[src/rtl/gbemac_tx_arbiter.sv]
// Packet-atomic round-robin arbiter sharing one TX AXI-stream among N_PORTS sources.
// Oversized packets are truncated with a forced tlast and their tail is drained.
module gbemac_tx_arbiter #(
  parameter int N_PORTS    = 2,
  parameter int DATA_W     = 32,
  parameter int MAX_WORDS  = 384,
  parameter int GAP_CYCLES = 0,
  localparam int GW   = (N_PORTS > 1) ? $clog2(N_PORTS) : 1,
  localparam int WC_W = $clog2(MAX_WORDS + 1),
  localparam int GC_W = (GAP_CYCLES > 1) ? $clog2(GAP_CYCLES) : 1
) (
  input  logic                       Clk_user,
  input  logic                       Reset_n,
  input  logic [N_PORTS-1:0]         s_axis_tvalid,
  output logic [N_PORTS-1:0]         s_axis_tready,
  input  logic [N_PORTS*DATA_W-1:0]  s_axis_tdata,
  input  logic [N_PORTS-1:0]         s_axis_tlast,
  output logic                       m_axis_tvalid,
  input  logic                       m_axis_tready,
  output logic [DATA_W-1:0]          m_axis_tdata,
  output logic                       m_axis_tlast,
  output logic [GW-1:0]              grant_id,
  output logic                       busy,
  output logic                       pkt_done,
  output logic                       trunc
);

  typedef enum logic [1:0] {S_IDLE, S_FWD, S_DRAIN, S_GAP} state_t;

  state_t            r_state;
  state_t            w_next_state;
  logic [GW-1:0]     r_rr_ptr;
  logic [GW-1:0]     r_grant_id;
  logic [WC_W-1:0]   r_word_cnt;
  logic [GC_W-1:0]   r_gap_cnt;
  logic              r_busy;
  logic              r_pkt_done;
  logic              r_trunc;

  logic              w_req_found;
  logic [GW-1:0]     w_pick;
  logic              w_sel_valid;
  logic              w_sel_last;
  logic [DATA_W-1:0] w_sel_data;
  logic              w_at_max;
  logic              w_xfer;
  logic              w_pkt_end;
  logic [GW-1:0]     w_next_ptr;
  state_t            w_after_pkt;

  assign w_sel_valid = s_axis_tvalid[r_grant_id];
  assign w_sel_last  = s_axis_tlast[r_grant_id];
  assign w_sel_data  = s_axis_tdata[int'(r_grant_id)*DATA_W +: DATA_W];
  assign w_at_max    = (r_word_cnt == WC_W'(MAX_WORDS - 1));
  assign w_pkt_end   = w_xfer & (w_sel_last | w_at_max);
  assign w_next_ptr  = (r_grant_id == GW'(N_PORTS - 1)) ? {GW{1'b0}} : r_grant_id + {{(GW-1){1'b0}}, 1'b1};
  assign w_after_pkt = (GAP_CYCLES > 0) ? S_GAP : S_IDLE;

  // Scan descending so the requester closest to rr_ptr (upward, wrapping) wins.
  always_comb begin
    w_req_found = 1'b0;
    w_pick      = r_rr_ptr;
    for (int k = N_PORTS - 1; k >= 0; k--) begin
      if (s_axis_tvalid[(int'(r_rr_ptr) + k) % N_PORTS]) begin
        w_req_found = 1'b1;
        w_pick      = GW'((int'(r_rr_ptr) + k) % N_PORTS);
      end else begin
        w_req_found = w_req_found;
      end
    end
  end

  // Next-state logic and the zero-latency stream pass-through.
  always_comb begin
    w_next_state  = r_state;
    s_axis_tready = {N_PORTS{1'b0}};
    m_axis_tvalid = 1'b0;
    m_axis_tlast  = 1'b0;
    m_axis_tdata  = w_sel_data;
    w_xfer        = 1'b0;
    case (r_state)
      S_IDLE: begin
        if (w_req_found) w_next_state = S_FWD;
        else             w_next_state = S_IDLE;
      end
      S_FWD: begin
        m_axis_tvalid             = w_sel_valid;
        m_axis_tlast              = w_sel_last | w_at_max;
        s_axis_tready[r_grant_id] = m_axis_tready;
        w_xfer                    = w_sel_valid & m_axis_tready;
        if (w_xfer && w_sel_last)    w_next_state = w_after_pkt;
        else if (w_xfer && w_at_max) w_next_state = S_DRAIN;
        else                         w_next_state = S_FWD;
      end
      S_DRAIN: begin
        s_axis_tready[r_grant_id] = 1'b1;
        if (w_sel_valid && w_sel_last) w_next_state = w_after_pkt;
        else                           w_next_state = S_DRAIN;
      end
      S_GAP: begin
        if (r_gap_cnt == GC_W'(GAP_CYCLES - 1)) w_next_state = S_IDLE;
        else                                     w_next_state = S_GAP;
      end
      default: w_next_state = S_IDLE;
    endcase
  end

  // State, grant bookkeeping, counters and registered status pulses.
  always_ff @(posedge Clk_user) begin
    if (!Reset_n) begin
      r_state    <= S_IDLE;
      r_rr_ptr   <= {GW{1'b0}};
      r_grant_id <= {GW{1'b0}};
      r_word_cnt <= {WC_W{1'b0}};
      r_gap_cnt  <= {GC_W{1'b0}};
      r_busy     <= 1'b0;
      r_pkt_done <= 1'b0;
      r_trunc    <= 1'b0;
    end else begin
      r_state    <= w_next_state;
      r_busy     <= (w_next_state == S_FWD) || (w_next_state == S_DRAIN);
      r_pkt_done <= w_pkt_end;
      r_trunc    <= w_xfer & w_at_max & ~w_sel_last;
      if (r_state == S_IDLE && w_req_found) begin
        r_grant_id <= w_pick;
        r_word_cnt <= {WC_W{1'b0}};
      end else if (w_xfer) begin
        r_word_cnt <= r_word_cnt + {{(WC_W-1){1'b0}}, 1'b1};
      end else begin
        r_word_cnt <= r_word_cnt;
      end
      if (w_pkt_end) r_rr_ptr <= w_next_ptr;
      else           r_rr_ptr <= r_rr_ptr;
      // gap_cnt only runs while parked in GAP and restarts from zero each visit.
      if (r_state == S_GAP) r_gap_cnt <= r_gap_cnt + {{(GC_W-1){1'b0}}, 1'b1};
      else                  r_gap_cnt <= {GC_W{1'b0}};
    end
  end

  assign grant_id = r_grant_id;
  assign busy     = r_busy;
  assign pkt_done = r_pkt_done;
  assign trunc    = r_trunc;

endmodule
[config.mk]
export PLATFORM = sky130hd
export DESIGN_NAME = gbemac_tx_arbiter
export DESIGN_NICKNAME = d
export VERILOG_FILES = /design/src/rtl/gbemac_tx_arbiter.sv
export SDC_FILE = /design/constraint.sdc
export NUM_CORES = 1
export LEC_CHECK = 0
export ABC_AREA = 1
export CAP_MARGIN = 30
export CORE_MARGIN = 5
export CORE_UTILIZATION = 36
export CTS_BUF_LIST = sky130_fd_sc_hd__clkbuf_8
export CTS_CLUSTER_DIAMETER = 200
export DETAILED_ROUTE_END_ITERATION = 10
export PLACE_DENSITY = 0.95
export RECOVER_POWER = 25
export SLEW_MARGIN = 30
export SYNTH_ARGS = -nofsm -noshare
export SYNTH_HDL_FRONTEND = slang
export SYNTH_SLANG_ARGS = --single-unit
[constraint.sdc]
create_clock -name Clk_user -period 3 [get_ports Clk_user]
set_input_delay 0.45 -clock Clk_user [delete_from_list [all_inputs] [get_ports Clk_user]]
set_output_delay 0.45 -clock Clk_user [all_outputs]
set_load 0.02 [all_outputs]
# Word level (Yosys, flattened, before mapping)
# Index checks and enable logic that the tools add are counted.
# W data, S select, Z words.
[totals]
reg_bits = 17
out_inout_bits = 40
[op_classes]
n_addsub = 4
order_cmp = 4
eq_ne = 6
shifts = 1
mux = 26
bitwise_logic = 9
n_reduce_logical = 9
[op_table]
columns = ["op", "n"]
rows = [
  ["$shiftx A64 B7 Y32", 1],
  ["$mux W1", 19],
  ["$add A9 B1 Y9 const B", 1],
  ["$eq A9 B9 Y1 const B", 1],
  ["$mux W2", 4],
  ["$pmux W2 S4", 1],
  ["$eq A2 B2 Y1 const B", 3],
  ["$logic_and A1 B1 Y1", 5],
  ["$and A1 B1 Y1", 4],
  ["$eq A2 B1 Y1 const B", 2],
  ["$lt A1 B2 Y1 const B", 2],
  ["$pmux W2 S2", 1],
  ["$add A1 B1 Y1 const B", 3],
  ["$lt A2 B3 Y1 const B", 1],
  ["$and A2 B2 Y2", 1],
  ["$logic_not A2 Y1", 1],
  ["$not A1 Y1", 2],
  ["$reduce_and A2 Y1", 1],
  ["$reduce_or A2 Y1", 1],
  ["$and A1 B1 Y1 const A", 1],
  ["$demux W1 S1", 1],
  ["$ge A1 B1 Y1 const B", 1],
  ["$logic_or A1 B1 Y1", 1],
  ["$or A1 B1 Y1", 1],
]

# Longest topological paths before layout
# Gate-level depths: netlist of the first run.
[logic_depth]
depth_word = 11
ltp_mapped = 13

# Worst setup path after synthesis of the first run
# OpenSTA, ideal clock, no wires.
[synth_timing]
kind = "register to output"
start = "register r_word_cnt[0]"
end = "output port m_axis_tlast"
arrival_ns = 1.190
required_time_ns = 2.550
setup_slack_ns = 1.360
stages_incl_launch_ff = 6
path_cell_list = "dfxtp_1 -> ha_1 -> nand3_2 -> nor2_4 -> nand2_1 -> a21oi_1"
[synth_between]
elab_chain_cells = 3
[synth_rtl]
columns = ["element", "line_no", "source"]
rows = [
  ["from (decl)", "34", "logic [WC_W-1:0] r_word_cnt;"],
  ["from (signal assigned)", "114", "r_word_cnt <= {WC_W{1'b0}};"],
  ["from (signal assigned)", "126", "r_word_cnt <= {WC_W{1'b0}};"],
  ["from (signal assigned)", "128", "r_word_cnt <= r_word_cnt + {{(WC_W-1){1'b0}}, 1'b1};"],
  ["$eq A9 B9 Y1", "54", "assign w_at_max = (r_word_cnt == WC_W'(MAX_WORDS - 1));"],
  ["$or A1 B1 Y1", "88", "m_axis_tlast = w_sel_last | w_at_max;"],
  ["$mux W1", "81", "case (r_state)"],
  ["to (decl)", "21", "output logic m_axis_tlast,"],
]
# No other way between the ends.

# Final worst setup path of the first run
[layout_timing]
start = "input port s_axis_tvalid[0]"
end = "output port m_axis_tvalid"
[layout_between]
elab_chain_cells = 3
[layout_rtl]
columns = ["element", "line_no", "source"]
rows = [
  ["from (decl)", "14", "input logic [N_PORTS-1:0] s_axis_tvalid,"],
  ["$mux W1 (not written as such) (2 in series)", "51", "assign w_sel_valid = s_axis_tvalid[r_grant_id];"],
  ["$mux W1", "81", ""],
  ["to (decl)", "18", "output logic m_axis_tvalid,"],
]
# No other way between the ends. The select of a mux whose other input is x is not followed.

==> out/metrics.cfg, run 1 <==
[setup_path]
critPathKind = input port to output port
start_kind = input port
max_stage_delay_ps = 660
crit_family = buffers and inverters
r2r.worst_path.cells = 11
cp_data_arrival_time_ps = 2060
crit_buf_inv = 3
worstPathCellList = dlygate4sd3_1 > nand2_4 > nand2_1 > inv_1 > nor2_1 > clkdlybuf4s50_1
required_ps = 2550
timing.rr.end = busy$_SDFF_PN0_
end_kind = output port
r2r_slack_ps = 920
worstPathMaxFanout = 4
critPathSlowestCell = dlygate4sd3_1
reg2reg_from = grant_id$_SDFFE_PN0P_

[pwr]
p_leak_nw = 1.18
power.density_nw_per_um2 = 301
vdd_drop_max_mv = 0.330

[place]
pre_cts_ws_ps = 520
dp.cells = 382
placement.io_buffers = 110
hpwl_mm = 4.22
finalWeightedCongestion = 0.857

[route]
first_pass_iters = 4
ant_nets = 0
viasPerCell = 4.58
routedWlPerCell_microns = 13.1
drc_errors = 0
drt_iter0_markers = 106
vias = 1766
wirelength_mm = 5.06

[timing]
setup_slack_ps = 487
rsz0062_at_grt = no
worst_pin_slew_ps = 425
setup_viol = 0
period_share_pct = 83.8
finalHoldViolCount = 0
post-route-min-period_ps = 2510
fmax_mhz = 398
whs_ps = 434
fin_skew_ps = 6.27
setup_tns_ps = 0
slew_headroom_pct = 71.4
slew_violations = 0

[global_route]
grt_max_degree = 38
grt_usage_pct = 19.3
grt_pass1_vias = 1671
antenna_found_initial = 0
grt_first_pass_wirelength_mm = 7.87
grt.overflow.total = 0

[floorplanning]
dieArea_sq_um = 5020
die_x_microns = 70.8
die_y_microns = 70.8
initial_utilization_pct = 36.7
num_io_pins = 111
core_area_sq_um = 3630
fp-row-count = 22

[cts]
postCtsSetupRepairBufs = 0
cts.clk_slew.worst_paths_ps = 70
cts_tree = done
clock-sinks = 17
ctsResizeCount = 0
insertion_delay_ps = 260
cts_hold_buf = 0
cts_root_buffer = clkbuf_8
htreeDepth = 1
cts.path.max_buffers = 2
numCtsBuffers = 3

[yosys]
yosysTopAreaCellShare_pct = 33.2
synth_seq_area_share_pct = 25.5
yosys_warnings = 0
synthTopCellsByArea = nand2_1, dfxtp_1, inv_1
avgSynthCellArea_sq_um = 5.82
synth_cells = 229
ys_types = 21
synth_fp_nets = 306
synth-seq-cells = 17
yosys.area.top_type = nand2_1
mappedNetlistArea_sq_um = 1330

[min_path]
whs_endpoint = r_gap_cnt$_SDFF_PN0_
hp-start = r_gap_cnt$_SDFF_PN0_
hold_class = register to register
hold_path_depth = 1

[finish]
area_growth_syn_to_layout_pct = 87.3
drive_above_1_share_pct = 4.44
antenna_cells = 0
stdcell_count = 386
nNetsFinal = 416

[job]
cap_violations = 0

[run_status]
outcome = completed

-- worst reg2reg max path, stage by stage, from the launching register on --
cell,delay [ps]
dfxtp_1,530
inv_6,180
nand2_4,100
nand2_1,90
nand2_1,260
clkinvlp_2,330
nand3_1,180
nand2_1,100
nand3_2,80
nand2_1,50
nand2_1,50
inv_1,30
-- cell usage after synthesis --
cell type and number:
clkbuf_1 6, nand3_2 3, nor3_1 4, ha_1 6, inv_6 1, nor2_4 1
buf_6 1, nand2_4 3, nor4_4 1, nand3_1 4, o21ai_0 6, nand4_1 2
dfxtp_1 17, nand2_1 118, xor2_1 3, a21oi_1 9, nor3_2 1, nor2_1 17
inv_1 22, nand2_2 3, inv_4 1
-- area by class of cell --
class	count	area, sq um
Fill cell	290	1140
Timing Repair Buffer	112	1120
Multi-Input combinational cell	181	838
Sequential cell	17	340
Inverter	24	96.3
Tap cell	48	60.1
Clock buffer	3	41.3
Clock inverter	1	3.75
-- state kept, by name (all words and copies together), names as in the netlist --
register    cells
busy            1
grant_id        1
pkt_done        1
r_gap_cnt       1
r_rr_ptr        1
r_state         2
r_word_cnt      9
trunc           1
-- power by group --
part | leakage [nW] | switching, mW | internal [mW]
logic | 1.01 | 0.162 | 0.186
registers | 0.138 | 0.00448 | 0.230
clock network | 0.0269 | 0.0783 | 0.0909
total | 1.18 | 0.245 | 0.507
-- worst max path at each step --
stage / startpoint / depth (start not counted) / end
2_1_floorplan: r_word_cnt[0]$_SDFFE_PP0P_ / 5 / m_axis_tlast
5_1_grt: r_state[1]$_SDFF_PN0_ / 7 / s_axis_tready[0]
6_report: s_axis_tvalid[0] / 6 / m_axis_tvalid
3_5_place_dp: m_axis_tready / 6 / s_axis_tready[0]
3_3_place_gp: m_axis_tready / 6 / s_axis_tready[0]
4_1_cts: r_state[1]$_SDFF_PN0_ / 7 / s_axis_tready[0]
-- layer usage --
| layer | global-route usage, % | up-vias | part of all wire [%] |
|---|---|---|---|
| met5 | 0 | - | 0 |
| met4 | 6.26 | 0 | 2.6 |
| met3 | 6.25 | 17 | 11 |
| met2 | 33.8 | 101 | 48 |
| met1 | 22.2 | 739 | 39 |
| li1 | - | 909 | - |
-- placed cells by master (no fill, tap or decap) --
master / count
nand2_1: 121
clkdlybuf4s50_1: 105
inv_1: 23
nor2_1: 17
dfxtp_1: 17
a21oi_1: 9
o21ai_0: 6
ha_1: 6
nand3_1: 5
dlygate4sd3_1: 5
nor3_1: 4
xor2_1: 3
clkbuf_8: 3
nand2_2: 2
nand3_2: 2
nand4_1: 2
buf_4: 2
inv_6: 1
nor2_4: 1
nand2_4: 1
nor3_2: 1
clkinvlp_2: 1
nor4_4: 1
-- kinds of logic after synthesis --
family          Yosys count  synth area share [%]
simple gates            157                  51.4
buf+inv                  31                  9.86
flops                    17                  25.5
compound gates           15                  5.63
fa+ha+maj                 6                  5.63
xor+xnor                  3                  1.97
-- per-stage QoR --
| stage | power [mW] | instance area [sq um] | utilization, % |
|---|---|---|---|
| 6_report | 0.752 | 2500 | 68.7 |
| 5_1_grt | 0.799 | 2500 | 68.7 |
| 4_1_cts | 0.763 | 2520 | 69.4 |
| 3_5_place_dp | 0.593 | 2470 | 68.1 |
| 3_3_place_gp | 0.588 | 2470 | 68.1 |
| 2_1_floorplan | 0.389 | 1330 | - |
Note: power is estimated with default switching activity, not from simulation.
==> run 2, diff against run 1 <==
- CORE_UTILIZATION: 36 -> 33
- PLACE_DENSITY: 0.95 -> 0.93
- clock period: 3 -> 2.35 ns (I/O delays scaled with it)
==> out/metrics.cfg, run 2 (synthesis results as in run 1) <==
[cts]
cts_root_buffer = clkbuf_8
insertion_delay_ps = 260  ; about the same
cts.clk_slew.worst_paths_ps = 70  ; about the same
postCtsSetupRepairBufs = 0  ; unchanged
cts_tree = done
clock-sinks = 17  ; unchanged
cts.path.max_buffers = 2  ; unchanged
htreeDepth = 1  ; unchanged
numCtsBuffers = 3  ; unchanged
cts_hold_buf = 0  ; unchanged

[setup_path]
crit_buf_inv = 3  ; unchanged
worstPathCellList = dlygate4sd3_1 > nand2_4 > nand2_4 > inv_1 > nor2_1 > clkdlybuf4s50_1
worstSetupPathDepth = 6  ; unchanged
crit_family = buffers and inverters
startpoint = s_axis_tvalid[0]
r2r_slack_ps = 310  ; -610 ps
cp_common_cell = nand2_4
timing.rr.end = busy$_SDFF_PN0_
critPathSlowestCell = dlygate4sd3_1
cp_data_arrival_time_ps = 1870  ; -190 ps
start_kind = input port
critPathKind = input port to output port
required_ps = 2000  ; -550 ps
max_stage_delay_ps = 630  ; -30 ps
end_kind = output port
worstPathMaxFanout = 4  ; unchanged
reg2reg_from = r_state[1]$_SDFF_PN0_
r2r.worst_path.cells = 12  ; +1

[pwr]
seq_power_share_pct = 30.7  ; -0.5 points
intPower_mw = 0.652  ; +28%
power.density_nw_per_um2 = 386  ; +28%
p_leak_nw = 1.24  ; +5.1%
power.share.switching_pct = 33.1  ; +0.58 points
power.total_mw = 0.974  ; +29%
clock_power_share_pct = 22.7  ; +0.2 points
pwr-share-comb_pct = 46.6  ; +0.3 points
p_switching_mw = 0.323  ; +32%
vdd_drop_max_mv = 0.372  ; +13%

[job]
cap_violations = 0  ; unchanged

[finish]
nNetsFinal = 417  ; +0.24%
drive_above_1_share_pct = 5.31  ; +0.87 points
final_cell_mix = nand2_1, clkdlybuf4s50_1, inv_1
fin_area_sq_um = 2520  ; +1.1%
stdcell_count = 389  ; +0.78%
regMostFlops = r_word_cnt
top_regs = r_word_cnt (9), r_state (2)
antenna_cells = 0  ; unchanged
final_common_cell = nand2_1
largest_reg_flops = 9  ; unchanged
area_growth_syn_to_layout_pct = 89.3

[timing]
rsz0062_at_grt = no
worst_pin_slew_ps = 313  ; -112 ps
post-route-min-period_ps = 2220
finalHoldViolCount = 0  ; unchanged
fin_skew_ps = 6.20  ; -0.0747 ps
slew_headroom_pct = 79.1  ; +7.7 points
setup_viol = 0  ; unchanged
slew_violations = 0  ; unchanged
period_share_pct = 94.7
whs_ps = 455  ; +21.2 ps
fmax_mhz = 449
setup_tns_ps = 0  ; unchanged

[route]
drt_iter0_markers = 51  ; -52%
wirelength_mm = 5.30  ; +4.7%
vias = 1781  ; +0.85%
routedWlPerCell_microns = 13.6  ; +3.9%
ant_nets = 0  ; unchanged
viasPerCell = 4.58  ; about the same
first_pass_iters = 4  ; unchanged
drc_errors = 0  ; unchanged

[floorplanning]
dieArea_sq_um = 5410  ; +7.8%
die_y_microns = 73.5  ; +3.8%
num_io_pins = 111  ; unchanged
initial_utilization_pct = 33.6  ; -3.1 points
core_area_sq_um = 3970  ; +9.3%
fp-row-count = 23  ; +4.5%
die_x_microns = 73.5  ; +3.8%

[min_path]
hold_class = register to register
hold_path_depth = 1  ; unchanged
hp-start = r_gap_cnt$_SDFF_PN0_
whs_endpoint = r_gap_cnt$_SDFF_PN0_

[global_route]
grt_pass1_vias = 1707  ; +2.2%
antenna_found_initial = 0  ; unchanged
grt_usage_pct = 18.6  ; -0.76 points
grt_max_degree = 26  ; -32%
grt_first_pass_wirelength_mm = 8.00  ; +1.7%
grt.overflow.total = 0  ; unchanged

[run_status]
outcome = completed

[place]
placed_area_sq_um = 2480  ; +0.40%
dp.cells = 385  ; +0.79%
placement.io_buffers = 110  ; unchanged
hpwl_mm = 4.36  ; +3.3%
finalWeightedCongestion = 0.850  ; -0.91%

## run 2: repair_timing
item                       CTS  global route
setup endpoints to repair    2             4
pin swaps                    0             0
resized for setup            2             5
## run 2: through the flow
stage	util (%)	worst slack [ps]
finish	63.5	125
global route	63.5	48.5
CTS	63.8	20.8
detailed placement	62.6	38.2
global placement	62.6	124
floorplan	-	807
## run 2: cell type report
class | count | area, sq um
inverter | 24 | 96.3
fill | 356 | 1450
clock buffer | 3 | 41.3
tap | 50 | 62.6
clock inverter | 1 | 3.75
multi-input combinational | 181 | 842
sequential | 17 | 342
timing repair buffer | 113 | 1130
## run 2: how the worst max path moves through the flow
stage                                   to  slack, ps
after detailed placement  s_axis_tready[0]         40
after floorplan               m_axis_tlast        810
final                        m_axis_tvalid        130
after CTS                    m_axis_tvalid         20
after global routing         m_axis_tvalid         50
after global placement    s_axis_tready[1]        120
## run 2: worst register-to-register path: stages (launching register included)
cell and delay (ps):
dfxtp_1 370, inv_1 100, ha_1 220, nand2_1 90, inv_1 70, nand2_1 260, clkinvlp_2 340, nand3_1 190
nand2_1 110, nand3_2 70, nand2_1 60, nand2_1 50, inv_1 30
## run 2: metal layers
layer / share of wire (%) / wire (microns) / vias up / GRT usage [%]
li1: - / - / 913 / -
met1: 39 / 2070 / 784 / 21.0
met2: 51 / 2700 / 77 / 33.8
met3: 8.8 / 469 / 7 / 5.06
met4: 1.2 / 65 / 0 / 5.23
met5: 0 / 0 / - / 0
## run 2: power by group through the flow
| stage | combinational, mW | sequential (mW) | clock (mW) |
|---|---|---|---|
| after global routing | 0.489 | 0.300 | 0.240 |
| final | 0.454 | 0.300 | 0.221 |
| after global placement | 0.447 | 0.306 | 0 |
| after CTS | 0.460 | 0.299 | 0.218 |
| after detailed placement | 0.456 | 0.306 | 0 |
| after floorplan | 0.189 | 0.308 | 0 |
==> run 3, diff against run 2 <==
- PLACE_DENSITY: 0.93 -> default
- PLACE_DENSITY_LB_ADDON: default -> 0.3
==> out/metrics.cfg, run 3 (synthesis results as in run 1) <==
[route]
dr.max_layer_used = met4
first_pass_iters = 4  ; unchanged
drc_errors = 0  ; unchanged
ant_nets = 0  ; unchanged
wl_met2_mm = 2.27  ; -16%
viasPerCell = 4.49  ; -1.9%
routedWlPerCell_microns = 12.3  ; -9.5%
wirelength_mm = 4.81  ; -9.3%
wl_met3_microns = 483  ; +3.0%
vias = 1751  ; -1.7%
drt_iter0_markers = 64  ; +25%
m1WireLength_mm = 1.98  ; -4.5%

[floorplanning]
num_io_pins = 111  ; unchanged
initial_utilization_pct = 33.6  ; unchanged
core_area_sq_um = 3970  ; unchanged
fp-row-count = 23  ; unchanged
die_y_microns = 73.5  ; unchanged
die_x_microns = 73.5  ; unchanged
dieArea_sq_um = 5410  ; unchanged

[finish]
fin_area_sq_um = 2520  ; about the same
regMostFlops = r_word_cnt
nNetsFinal = 418  ; +0.24%
largest_reg_flops = 9  ; unchanged
drive_above_1_share_pct = 5.59  ; +0.28 points
final_common_cell = nand2_1
area_growth_syn_to_layout_pct = 89.4  ; about the same
nFillCells = 373  ; +4.8%
final_cell_mix = nand2_1, clkdlybuf4s50_1, inv_1
antenna_cells = 0  ; unchanged
top_regs = r_word_cnt (9), r_state (2)

[timing]
post-route-min-period_ps = 2220  ; -7.70 ps
whs_ps = 430  ; -25.4 ps
slew_headroom_pct = 79.6  ; +0.48 points
setup_tns_ps = 0  ; unchanged
fin_skew_ps = 3.12  ; -3.07 ps
worst_pin_slew_ps = 305  ; -7.16 ps
period_share_pct = 94.4  ; -0.33 points
slew_violations = 0  ; unchanged
finalHoldViolCount = 0  ; unchanged
setup_viol = 0  ; unchanged
rsz0062_at_grt = no
fmax_mhz = 451  ; +0.35%

[setup_path]
required_ps = 2000  ; about the same
end_kind = output port
start_kind = input port
worstPathMaxFanout = 4  ; unchanged
critPathKind = input port to output port
cp_data_arrival_time_ps = 1860  ; about the same

[cts]
cts.path.max_buffers = 2  ; unchanged
cts_tree = done
cts_root_buffer = clkbuf_8
insertion_delay_ps = 250  ; about the same
htreeDepth = 1  ; unchanged
numCtsBuffers = 3  ; unchanged
cts.clk_slew.worst_paths_ps = 70  ; about the same
postCtsSetupRepairBufs = 0  ; unchanged
clock-sinks = 17  ; unchanged

[global_route]
grt_first_pass_wirelength_mm = 7.30  ; -8.8%
grt_pass1_vias = 1546  ; -9.4%
grt_max_degree = 26  ; unchanged
antenna_found_initial = 0  ; unchanged
grt.overflow.total = 0  ; unchanged
grt_usage_pct = 16.7  ; -1.9 points

[min_path]
hold_class = register to register

[pwr]
power.density_nw_per_um2 = 382  ; -1.2%
p_leak_nw = 1.20  ; -2.9%
vdd_drop_max_mv = 0.257  ; -31%

[run_status]
outcome = completed

[place]
hpwl_mm = 4.14  ; -5.0%
placed_area_sq_um = 2490  ; +0.30%
finalWeightedCongestion = 0.840  ; -1.1%
placement.io_buffers = 110  ; unchanged

[job]
cap_violations = 0  ; unchanged

-- run 3: changes by cell type in the layout (fill, tap and decap cells not counted), sizes merged --
| cell | change |
|---|---|
| clkinv | +2 |
| clkbuf | +1 |
| clkdlybuf4s50 | +2 |
| dlymetal6s2s | -2 |
| inv | -2 |
-- run 3: path summary, 6_finish.rpt --
kind	start	to	slack [ps]	depth (start not counted)
worst max-delay path	s_axis_tvalid[0]	m_axis_tvalid	130	6
worst min-delay path	r_gap_cnt$_SDFF_PN0_	r_gap_cnt$_SDFF_PN0_	430	1
worst max register to register	r_state[1]$_SDFF_PN0_	busy$_SDFF_PN0_	330	13
worst min register to register	r_gap_cnt$_SDFF_PN0_	r_gap_cnt$_SDFF_PN0_	430	1
-- run 3: power by group --
part           internal [mW]  switching (mW)
clock network          0.118           0.100
registers              0.294         0.00535
logic                  0.241           0.205
total                  0.653           0.310
-- run 3: per-stage QoR --
| stage | cells | setup slack [ps] | total power [mW] | util, % |
|---|---|---|---|---|
| global route | 390 | 31.5 | 1.02 | 63.5 |
| floorplan | 229 | 807 | 0.497 | - |
| finish | 390 | 133 | 0.963 | 63.5 |
| global placement | 386 | 151 | 0.756 | 62.8 |
| detailed placement | 386 | 145 | 0.759 | 62.8 |
| CTS | 390 | 18.9 | 0.978 | 63.9 |
-- run 3: cell type report --
class | count | area (sq um) | share of cell area, %
repair buffers | 114 | 1130 | 44.9
multi-input cells | 181 | 843 | 33.4
flip-flops and latches | 17 | 342 | 13.5
inverters | 24 | 96.3 | 3.82
well taps | 50 | 62.6 | 2.48
clock buffers | 3 | 41.3 | 1.64
clock inverters | 1 | 5.00 | 0.198
-- run 3: critical path, stage by stage --
cell and delay, ps:
dlygate4sd3_1 630, nand2_4 70, nand2_4 60, inv_1 50, nor2_1 80, clkdlybuf4s50_1 610
-- run 3: per-layer routing --
metal  track usage [%]  vias to the layer above
met3              3.83                        8
met1              20.7                      750
li1                  -                      920
met4              3.62                        0
met5                 0                        -
met2              29.2                       73
-- run 3: what timing repair did --
item                                    CTS  global route
endpoints found under the setup margin    0             3
resized for setup                         0             4
hold buffers                              0             0
